File: config.mk
export PLATFORM = sky130hd
export DESIGN_NAME = uart_rx_param_flat
export DESIGN_NICKNAME = d
export VERILOG_FILES = /design/src/rtl/uart_pkg.sv /design/src/rtl/uart_rx_param_if.sv /design/src/rtl/uart_baud_tick.sv /design/src/rtl/uart_rx_param.sv /design/src/flat_wrapper.sv
export SDC_FILE = /design/constraint.sdc
export NUM_CORES = 1
export LEC_CHECK = 0
export CORE_MARGIN = 1.5
export CORE_UTILIZATION = 45
export DETAILED_ROUTE_END_ITERATION = 6
export PLACE_DENSITY = 0.66
export SYNTH_ARGS = -nofsm -noshare
export SYNTH_HDL_FRONTEND = slang
export SYNTH_SLANG_ARGS = --single-unit
File: constraint.sdc
create_clock -name mclk -period 2.4 [get_ports mclk]
set_clock_uncertainty 0.1 [all_clocks]
set_input_delay 0.48 -clock mclk [delete_from_list [all_inputs] [get_ports mclk]]
set_output_delay 0.48 -clock mclk [all_outputs]
set_load 0.02 [all_outputs]
File: src/rtl/uart_pkg.sv
// Shared definitions for the UART receiver and the future transmitter:
// oversampling constants, parity/state encodings and the baud divisor table.
package uart_pkg;

  localparam int OVERSAMPLE  = 16;
  localparam int VOTE_FIRST  = 6;
  localparam int VOTE_LAST   = 11;
  localparam int VOTE_THRESH = 4;
  localparam int VOTE_AT     = VOTE_LAST + 1;
  localparam int DIV_W       = 9;

  typedef enum logic [1:0] {
    PAR_NONE,
    PAR_EVEN,
    PAR_ODD
  } parity_e;

  typedef enum logic [2:0] {
    S_IDLE,
    S_START,
    S_DATA,
    S_PARITY,
    S_STOP,
    S_DONE
  } rx_state_e;

  // Divisor minus one for a 50 MHz clock; unknown selections fall back to 9600.
  function automatic logic [DIV_W-1:0] baud_div(input logic [2:0] sel);
    case (sel)
      3'd1:    return 9'd162;
      3'd2:    return 9'd80;
      3'd3:    return 9'd53;
      3'd4:    return 9'd26;
      default: return 9'd324;
    endcase
  endfunction

  function automatic parity_e parity_decode(input logic [1:0] mode);
    case (mode)
      2'd1:    return PAR_EVEN;
      2'd2:    return PAR_ODD;
      default: return PAR_NONE;
    endcase
  endfunction

endpackage

File: src/rtl/uart_rx_param_if.sv
// Consumer-side handshake of the UART receiver: held word, status flags and ack.
interface uart_rx_param_if #(
  parameter int DATA_BITS = 8
);

  logic [DATA_BITS-1:0] data_byte;
  logic                 rx_done;
  logic                 rx_valid;
  logic                 rx_ack;
  logic                 parity_err;
  logic                 frame_err;
  logic                 overrun;

  modport master (
    output data_byte, rx_done, rx_valid, parity_err, frame_err, overrun,
    input  rx_ack
  );

  modport slave (
    input  data_byte, rx_done, rx_valid, parity_err, frame_err, overrun,
    output rx_ack
  );

endinterface

File: src/rtl/uart_baud_tick.sv
// Oversampling tick generator: counts 0..div_i while enabled, pulses tick_o on wrap.
module uart_baud_tick #(
  parameter int DIV_W = 9
) (
  input  logic             mclk,
  input  logic             rst_n,
  input  logic             en_i,
  input  logic [DIV_W-1:0] div_i,
  output logic             tick_o
);

  logic [DIV_W-1:0] cnt_q, cnt_d;

  assign tick_o = en_i && (cnt_q == div_i);

  // NOTE: every variable assigned in always_comb gets a default first, so no latch is inferred.
  always_comb begin
    cnt_d = cnt_q + DIV_W'(1);
    if (!en_i || tick_o) cnt_d = '0;
  end

  // NOTE: sequential state is updated with non-blocking assignments only.
  always_ff @(posedge mclk) begin
    if (!rst_n) cnt_q <= '0;
    else        cnt_q <= cnt_d;
  end

endmodule

File: src/rtl/uart_rx_param.sv
// Parametrised 16x oversampling UART receiver with majority vote, parity/framing/overrun
// reporting and a held-valid/ack output handshake.
module uart_rx_param
  import uart_pkg::*;
#(
  parameter int DATA_BITS = 8
) (
  input  logic            mclk,
  input  logic            rst_n,
  input  logic [2:0]      baud_set,
  input  logic [1:0]      parity_mode,
  input  logic            stop2,
  input  logic            rs232_rx,
  output logic            uart_state,
  uart_rx_param_if.master rx_if
);

  localparam int TCW = $clog2(OVERSAMPLE);

  logic                 sync1_q, sync2_q, prev_q, fall, start_frame;
  rx_state_e            state_q, state_d;
  logic [DIV_W-1:0]     div_cfg_q;
  parity_e              par_q;
  logic                 stop2_q;
  logic                 tick_en, tick;
  logic [TCW-1:0]       tick_cnt_q;
  logic [2:0]           sum_q;
  logic [3:0]           bit_cnt_q;
  logic                 stop_cnt_q;
  logic [DATA_BITS-1:0] shift_q;
  logic                 perr_q, ferr_q;
  logic                 at_vote, at_end, in_window, voted, last_data, last_stop, complete;
  logic [DATA_BITS-1:0] data_q;
  logic                 done_q, valid_q, perr_out_q, ferr_out_q, ovr_q;

  // Synchronisers reset to the idle level so reset never manufactures a start edge.
  always_ff @(posedge mclk) begin
    if (!rst_n) begin
      sync1_q <= 1'b1;
      sync2_q <= 1'b1;
      prev_q  <= 1'b1;
    end else begin
      sync1_q <= rs232_rx;
      sync2_q <= sync1_q;
      prev_q  <= sync2_q;
    end
  end

  assign fall        = prev_q & ~sync2_q;
  assign start_frame = (state_q == S_IDLE) && fall;

  always_ff @(posedge mclk) begin
    if (!rst_n) begin
      div_cfg_q <= '0;
      par_q     <= PAR_NONE;
      stop2_q   <= 1'b0;
    end else if (start_frame) begin
      div_cfg_q <= baud_div(baud_set);
      par_q     <= parity_decode(parity_mode);
      stop2_q   <= stop2;
    end
  end

  assign tick_en = (state_q != S_IDLE);

  uart_baud_tick #(.DIV_W(DIV_W)) u_baud_tick (
    .mclk   (mclk),
    .rst_n  (rst_n),
    .en_i   (tick_en),
    .div_i  (div_cfg_q),
    .tick_o (tick)
  );

  assign at_vote   = tick && (tick_cnt_q == TCW'(VOTE_AT));
  assign at_end    = tick && (tick_cnt_q == TCW'(OVERSAMPLE - 1));
  assign in_window = (tick_cnt_q >= TCW'(VOTE_FIRST)) && (tick_cnt_q <= TCW'(VOTE_LAST));
  assign voted     = (sum_q >= 3'(VOTE_THRESH));
  assign last_data = (bit_cnt_q == 4'(DATA_BITS - 1));
  assign last_stop = !stop2_q || stop_cnt_q;
  assign complete  = (state_q == S_STOP) && at_vote && last_stop;

  always_ff @(posedge mclk) begin
    if (!rst_n) state_q <= S_IDLE;
    else        state_q <= state_d;
  end

  always_comb begin
    state_d = state_q;
    unique case (state_q)
      S_IDLE:   if (fall) state_d = S_START;
      S_START: begin
        if (at_vote && voted) state_d = S_IDLE;
        else if (at_end)      state_d = S_DATA;
      end
      S_DATA:   if (at_end && last_data) state_d = (par_q == PAR_NONE) ? S_STOP : S_PARITY;
      S_PARITY: if (at_end) state_d = S_STOP;
      S_STOP:   if (complete) state_d = S_DONE;
      S_DONE:   state_d = S_IDLE;
      default:  state_d = S_IDLE;
    endcase
  end

  always_comb begin
    uart_state = (state_q != S_IDLE);
  end

  // Per-frame bookkeeping is cleared whenever the receiver sits idle.
  always_ff @(posedge mclk) begin
    if (!rst_n) begin
      tick_cnt_q <= '0;
      sum_q      <= '0;
      bit_cnt_q  <= '0;
      stop_cnt_q <= 1'b0;
      shift_q    <= '0;
      perr_q     <= 1'b0;
      ferr_q     <= 1'b0;
    end else if (state_q == S_IDLE) begin
      tick_cnt_q <= '0;
      sum_q      <= '0;
      bit_cnt_q  <= '0;
      stop_cnt_q <= 1'b0;
      perr_q     <= 1'b0;
      ferr_q     <= 1'b0;
    end else if (tick) begin
      tick_cnt_q <= tick_cnt_q + TCW'(1);
      if (at_vote)        sum_q <= '0;
      else if (in_window) sum_q <= sum_q + {2'b00, sync2_q};
      case (state_q)
        S_DATA: begin
          if (at_vote) shift_q <= {voted, shift_q[DATA_BITS-1:1]};
          if (at_end)  bit_cnt_q <= last_data ? 4'd0 : bit_cnt_q + 4'd1;
        end
        S_PARITY: if (at_vote) perr_q <= (^shift_q) ^ voted ^ (par_q == PAR_ODD);
        S_STOP: begin
          if (at_vote && !voted) ferr_q <= 1'b1;
          if (at_end)            stop_cnt_q <= 1'b1;
        end
        default: ;
      endcase
    end
  end

  // An ack coinciding with completion consumes the old word, so no overrun is flagged.
  always_ff @(posedge mclk) begin
    if (!rst_n) begin
      data_q     <= '0;
      done_q     <= 1'b0;
      valid_q    <= 1'b0;
      perr_out_q <= 1'b0;
      ferr_out_q <= 1'b0;
      ovr_q      <= 1'b0;
    end else begin
      done_q <= complete;
      if (complete) begin
        data_q     <= shift_q;
        perr_out_q <= perr_q;
        ferr_out_q <= ferr_q | ~voted;
      end
      if (complete)                        valid_q <= 1'b1;
      else if (rx_if.rx_ack && valid_q)    valid_q <= 1'b0;
      if (complete && valid_q && !rx_if.rx_ack) ovr_q <= 1'b1;
      else if (rx_if.rx_ack && valid_q)         ovr_q <= 1'b0;
    end
  end

  assign rx_if.data_byte  = data_q;
  assign rx_if.rx_done    = done_q;
  assign rx_if.rx_valid   = valid_q;
  assign rx_if.parity_err = perr_out_q;
  assign rx_if.frame_err  = ferr_out_q;
  assign rx_if.overrun    = ovr_q;

endmodule
File: src/flat_wrapper.sv
// flat-port wrapper written by rule: the top's interface ports become plain ports
module uart_rx_param_flat import uart_pkg::*;
#(
  parameter int DATA_BITS = 8
)
  (mclk, rst_n, baud_set, parity_mode, stop2, rs232_rx, uart_state, rx_if_data_byte, rx_if_rx_done, rx_if_rx_valid, rx_if_parity_err, rx_if_frame_err, rx_if_overrun, rx_if_rx_ack);
  uart_rx_param_if #(.DATA_BITS(DATA_BITS)) rx_if_i ();
  input  logic mclk;
  input  logic rst_n;
  input  logic [2:0] baud_set;
  input  logic [1:0] parity_mode;
  input  logic stop2;
  input  logic rs232_rx;
  output logic uart_state;
  output wire logic [$bits(rx_if_i.data_byte)-1:0] rx_if_data_byte;
  output wire logic [$bits(rx_if_i.rx_done)-1:0] rx_if_rx_done;
  output wire logic [$bits(rx_if_i.rx_valid)-1:0] rx_if_rx_valid;
  output wire logic [$bits(rx_if_i.parity_err)-1:0] rx_if_parity_err;
  output wire logic [$bits(rx_if_i.frame_err)-1:0] rx_if_frame_err;
  output wire logic [$bits(rx_if_i.overrun)-1:0] rx_if_overrun;
  input wire logic [$bits(rx_if_i.rx_ack)-1:0] rx_if_rx_ack;
  assign rx_if_data_byte = rx_if_i.data_byte;
  assign rx_if_rx_done = rx_if_i.rx_done;
  assign rx_if_rx_valid = rx_if_i.rx_valid;
  assign rx_if_parity_err = rx_if_i.parity_err;
  assign rx_if_frame_err = rx_if_i.frame_err;
  assign rx_if_overrun = rx_if_i.overrun;
  assign rx_if_i.rx_ack = rx_if_rx_ack;
  uart_rx_param #(.DATA_BITS(DATA_BITS)) u_core (.mclk(mclk), .rst_n(rst_n), .baud_set(baud_set), .parity_mode(parity_mode), .stop2(stop2), .rs232_rx(rs232_rx), .uart_state(uart_state), .rx_if(rx_if_i));
endmodule
==> impl_metrics.toml, run 1 <==
[run_status]
status = "complete, no violations"

[yosys]
yosysWarnings = 0
ys_top_cells_by_area = "dfxtp_1 (42%), mux2i_1 (7.7%), nor2_1 (6.4%), xor2_1 (5.0%), a21oi_1 (3.9%)"
synth_area_leader_cell = "dfxtp_1"
ys_async_sr_fraction_pct = 0
synth_top_family_by_area = "simple AND/OR/NAND/NOR gates"
yosys.area_share.simple_pct = 24.63
synthAdderAreaFrac_pct = 2.947
synth_top_area_share_pct = 41.77
ys.flop_type = "dfxtp_1"
syn_area_per_cell_um2 = 8.818
syn_area_um2 = 2972
syn_nets = 354
ys_seq_area_share_pct = 41.77
synth_mux_area_share_pct = 7.747
synth_cell_types = 46
synthCells = 337
ys_ff_latch = 62
synth-xor-area-share_pct = 8.842
synth_edf_count = 0
synth_compound_area_share_pct = 10.40

[floorplanning]
start_util_pct = 46.80
core_um2 = 6350
die_h_um = 84.26
dieArea_um2 = 7100
rows = 29
num_io_pins = 24
die_w_um = 84.26

[global_route]
grt_start_max_net_pins = 15
grt.total_usage_pct = 18.30
grt_pass1_wl_mm = 10.31
grt_pass1_vias = 2193
antenna_found_initial = 0
overflow = 0

[clock_network]
htree_levels = 3
cts_tree = "done"
cts.clk_slew.worst_paths_ps = 70
clock_latency_ps = 340
clock-root-buffer = "clkbuf_8"
cts_buffers = 9
hold_buffers = 0
cts.sinks = 62
clockBufferDepth = 2

[routing]
drt-total-wl_mm = 6.039
dr.pass1.iters = 5
drt-vias-per-instance = 5.265
drtIter0Drc = 180
drc = 0
antenna_left = 0
post_drt_wl_per_cell_um = 13.45
vias = 2364

[timing]
tightest_slew_ps = 460.3
hold_violations = 0
max_freq_mhz = 434.3
final.setup.tns_ps = 0
timing.hold.ws_ps = 311.1
finalSetupViolations = 0
rsz0062_at_grt = "false"
period_needed_ps = 2302
slew_headroom_pct = 69.25
period_share_pct = 95.93
timing.final.max_slew_violations = 0

[placed_design]
gp_congestion = 0.9223
placed_cells = 433
placed_area_um2 = 3333
portBuffers = 23
hpwl_mm = 4.358

[critical_path]
cp.arrival_ps = 1720
end_kind = "primary output"
critPathRequiredTime_ps = 1820
worstPathMaxFanout = 11
critPathKind = "reg -> out"
startpoint_type = "flop"

[power]
vdd_drop_max_uv = 443.2
power_leakage_nw = 1.364
power-per-cell-area_nw_per_um2 = 599.0

[finish]
stdcell_area_um2 = 3552
final_cells = 449
antenna_cells = 0
area_growth_pct = 19.54
final_nets = 384
drive_above_1_share_pct = 10.48

[hold_path]
hold_class = "reg -> reg"

[flow_run]
max_cap_viol_count = 0
==> cells in the final DEF (no fill, tap or decap), types with 4 or more instances in the layout <==
master and n:
and2_1 4, nand4_1 9, or3_1 5, nand2_1 17, inv_1 8, nand2b_1 7, clkdlybuf4s50_1 23, nor3b_1 4
a21oi_1 23, nand3_1 9, buf_4 12, clkbuf_8 10, o21ai_0 5, dfxtp_1 62, nor3_1 8, nor2_1 51
mux2i_1 23, nor2b_1 4, xor2_1 17, ha_1 7, xnor2_1 13
==> kinds of logic after synthesis <==
group	Yosys count
and+or+nand+nor	138
muxes	23
DFF	62
AOI/OAI and AO/OA	51
buffers and inverters	26
xor gates and xnor gates	30
adders and majority gates	7
==> power breakdown <==
part	switching [mW]	total (mW)	internal, mW
Combinational	0.0726	0.134	0.0619
Clock	0.435	0.947	0.512
Sequential	0.00870	1.05	1.04
Total	0.516	2.13	1.61
==> sequential cells by signal, summed over array words and instances, names as in the netlist, 2 cells and up <==
signal	cells
u_core.div_cfg_q	9
u_core.u_baud_tick.cnt_q	9
u_core.rx_if.data_byte	8
u_core.shift_q	8
u_core.bit_cnt_q	4
u_core.tick_cnt_q	4
u_core.state_q	3
u_core.sum_q	3
u_core.par_q	2
==> what timing repair did <==
item	4_1_cts	5_1_grt
endpoints found under the setup margin	1	1
setup buffers	0	0
endpoints found under the hold margin	0	0
gates resized for setup	1	1
gates cloned	0	0
==> metrics by stage <==
stage	util, %	power [mW]	setup WS [ps]
floorplan	-	1.152	331.1
global placement	52.49	1.202	244.6
detailed placement	52.49	1.202	221.3
CTS	55.84	2.152	86.52
global route	55.94	2.217	24.91
finish	55.94	2.128	97.59
==> area by class of cell <==
class | count | area (µm²)
Tap cell | 77 | 96.34
Sequential cell | 62 | 1241
Clock buffer | 10 | 137.6
Fill cell | 567 | 2798
Clock inverter | 6 | 70.07
Inverter | 9 | 33.78
Timing Repair Buffer | 36 | 340.3
Multi-Input combinational cell | 249 | 1633
==> layer usage <==
layer	up-vias	part of all wire, %	wire length, µm	GRT usage (%)
met5	-	0	0	0
met4	0	1.7	100	6.855
met3	11	4.3	259	6.293
met2	35	44	2638	27.35
met1	1084	50	3041	24.45
li1	1234	-	-	-
==> Yosys cell counts, drive strengths merged, types with 3 or more instances <==
master and count:
a21oi 23, a31oi 3, and2 4, and3 3
buf 4, clkbuf 13, dfxtp 62, ha 7
inv 8, mux2i 23, nand2 17, nand2b 7
nand3 9, nand4 9, nor2 51, nor2b 4
nor3 9, nor3b 4, nor4 4, o21a 3
o21ai 7, o31ai 3, or2 3, or3 5
or4 3, xnor2 13, xor2 17
==> final timing paths <==
path / startpoint / end / slack [ps] / cells after the start
hold / removal: u_core.sync1_q / u_core.sync2_q / 310 / 1
setup / recovery: u_core.state_q[1] / uart_state / 100 / 3
setup reg to reg: u_core.u_baud_tick.cnt_q[2] / u_core.shift_q[3] / 240 / 5
hold reg to reg: u_core.sync1_q / u_core.sync2_q / 310 / 1
==> worst max-delay path, cell delays in order (launching register included) <==
cell             delay (ps)
dfxtp_1                 540
nor3_4                   90
inv_1                   130
clkdlybuf4s50_1         620
Power figures use the tool's default switching activity.
==> run 2: changes to the inputs <==
--- a/config.mk
+++ b/config.mk
@@ -7,7 +7,9 @@
 export LEC_CHECK = 0
 export CORE_MARGIN = 1.5
 export CORE_UTILIZATION = 45
+export CTS_CLUSTER_DIAMETER = 150
 export DETAILED_ROUTE_END_ITERATION = 6
+export HOLD_SLACK_MARGIN = 0.02
 export PLACE_DENSITY = 0.66
 export SYNTH_ARGS = -nofsm -noshare
 export SYNTH_HDL_FRONTEND = slang
==> results of run 2 <==
The final DEF is identical to that of run 1; final timing and power are the same.
==> run 3: changes to the inputs <==
--- a/config.mk
+++ b/config.mk
@@ -10,7 +10,9 @@
 export CTS_CLUSTER_DIAMETER = 150
 export DETAILED_ROUTE_END_ITERATION = 6
 export HOLD_SLACK_MARGIN = 0.02
+export MAX_ROUTING_LAYER = met4
 export PLACE_DENSITY = 0.66
+export SETUP_SLACK_MARGIN = 0.05
 export SYNTH_ARGS = -nofsm -noshare
 export SYNTH_HDL_FRONTEND = slang
 export SYNTH_SLANG_ARGS = --single-unit
==> impl_metrics.toml, run 3 (synthesis gave the netlist of run 1 again) <==
[critical_path]
crit_buf_inv = 2
r2r-start = "u_core.u_baud_tick.cnt_q[2]"
end_kind = "primary output"
crit_family = "buffers and inverters"
critPathRequiredTime_ps = 1820
cp.arrival_ps = 1640
r2r_slack_ps = 240
cpMaxStageDelayCell = "clkdlybuf4s50_1"
worstPathMaxFanout = 9
crit_chain = "nor3_4 -> inv_1 -> clkdlybuf4s50_1"
r2r.worst_path.cells = 5
startpoint_type = "flop"
cp_slowest_stage_delay_ps = 550
reg2reg_to = "u_core.shift_q[3]"
critPathKind = "reg -> out"

[global_route]
use_met1_pct = 24.39
antenna_found_initial = 0
use_met2_pct = 27.35
grt_start_max_net_pins = 15
grt_pass1_vias = 2191
grt.busiest_layer = "met2"
grt.total_usage_pct = 18.83
met3_usage_pct = 5.998
grt_pass1_wl_mm = 10.30
overflow = 0

[clock_network]
cts.clk_slew.worst_paths_ps = 70
cts_buffers = 9
clockBufferDepth = 2
clock_latency_ps = 350
cts.sinks = 62
cts_tree = "done"
clock-root-buffer = "clkbuf_8"
htree_levels = 3

[placed_design]
portBuffers = 23
hpwl_mm = 4.358
placed_cells = 433
place_ws_ps = 221.3
placed_area_um2 = 3333
gp_congestion = 0.9385

[power]
power-per-cell-area_nw_per_um2 = 599.8
power_mw = 2.133
p_switching_mw = 0.5215
power_leakage_nw = 1.366
vdd_drop_max_uv = 444.2
pwr-share-seq_pct = 49.0
p_clk_share_pct = 44.7
combPwrFrac_pct = 6.3
p_int_mw = 1.611
netSwitchingFraction_pct = 24.45

[floorplanning]
start_util_pct = 46.80
die_w_um = 84.26
rows = 29
dieArea_um2 = 7100
num_io_pins = 24
core_um2 = 6350
die_h_um = 84.26

[timing]
finalSetupViolations = 0
max_freq_mhz = 450.9
rsz0062_at_grt = "false"
tightest_slew_ps = 449.1
final.setup.tns_ps = 0
period_share_pct = 92.42
period_needed_ps = 2218
timing.final.max_slew_violations = 0
slew_headroom_pct = 69.78
worst_slack_ps = 182.0
hold_violations = 0
timing.hold.ws_ps = 311.7

[finish]
final_cell_mix = "dfxtp_1 (59), nor2_1 (51), a21oi_1 (23), mux2i_1 (23), clkdlybuf4s50_1 (23)"
fill_cells = 567
area_growth_pct = 19.66
finalCoreUtilization_pct = 56.00
final_nets = 384
final_common_cell = "dfxtp_1"
largestRegisters = "u_core.div_cfg_q: 9 flops, u_core.u_baud_tick.cnt_q: 9 flops"
final_cells = 449
drive_above_1_share_pct = 11.29
stdcell_area_um2 = 3556
antenna_cells = 0

[hold_path]
holdPathEnd = "u_core.sync2_q"
holdPathStages = 1
hold_class = "reg -> reg"
worstHoldStart = "u_core.sync1_q"

[routing]
drtIter0Drc = 158
antenna_left = 0
vias = 2381
dr.pass1.iters = 4
post_drt_wl_per_cell_um = 13.50
drt-total-wl_mm = 6.062
drt-vias-per-instance = 5.303
drc = 0

[flow_run]
max_cap_viol_count = 0

[run_status]
status = "complete, no violations"
[run 3: changes by cell type in the layout (fill, tap and decap cells not counted)]
cell / delta
dfxtp_1: -3
dfxtp_2: +3
[run 3: power by group through the flow]
stage | Sequential [mW] | Combinational, mW | Clock [mW]
finish | 1.05 | 0.134 | 0.952
global route | 1.05 | 0.148 | 1.02
CTS | 1.05 | 0.134 | 0.973
detailed placement | 1.07 | 0.133 | 0
global placement | 1.07 | 0.133 | 0
floorplan | 1.07 | 0.0872 | 0
[run 3: worst max-delay path by stage]
stage,start,endpoint,slack (ps),cells after the start
detailed placement,u_core.state_q[2],u_core.shift_q[2],220,6
floorplan,u_core.u_baud_tick.cnt_q[7],u_core.rx_if.data_byte[0],330,6
CTS,u_core.state_q[0],uart_state,90,3
global placement,u_core.state_q[2],u_core.shift_q[5],240,6
finish,u_core.state_q[0],uart_state,180,3
global route,u_core.u_baud_tick.cnt_q[2],u_core.shift_q[3],60,5
[run 3: final cells by class]
| type | count | area, µm² | area share, % |
|---|---|---|---|
| Inverter | 9 | 33.78 | 0.9500 |
| Timing Repair Buffer | 36 | 340.3 | 9.571 |
| Sequential cell | 62 | 1245 | 35.01 |
| Clock buffer | 10 | 137.6 | 3.871 |
| Multi-Input combinational cell | 249 | 1633 | 45.92 |
| Clock inverter | 6 | 70.07 | 1.970 |
| Tap cell | 77 | 96.34 | 2.709 |
[run 3: layer usage]
| layer | routed length (µm) | share of wire (%) |
|---|---|---|
| met3 | 243 | 4.0 |
| met2 | 2655 | 44 |
| met4 | 107 | 1.8 |
| met5 | 0 | 0 |
| met1 | 3056 | 50 |
[run 3: repair_timing]
| item | 4_1_cts | 5_1_grt |
|---|---|---|
| setup endpoints to repair | 1 | 1 |
| resized for setup | 1 | 4 |
| buffers inserted | 0 | 0 |
| hold buffers | 0 | 0 |
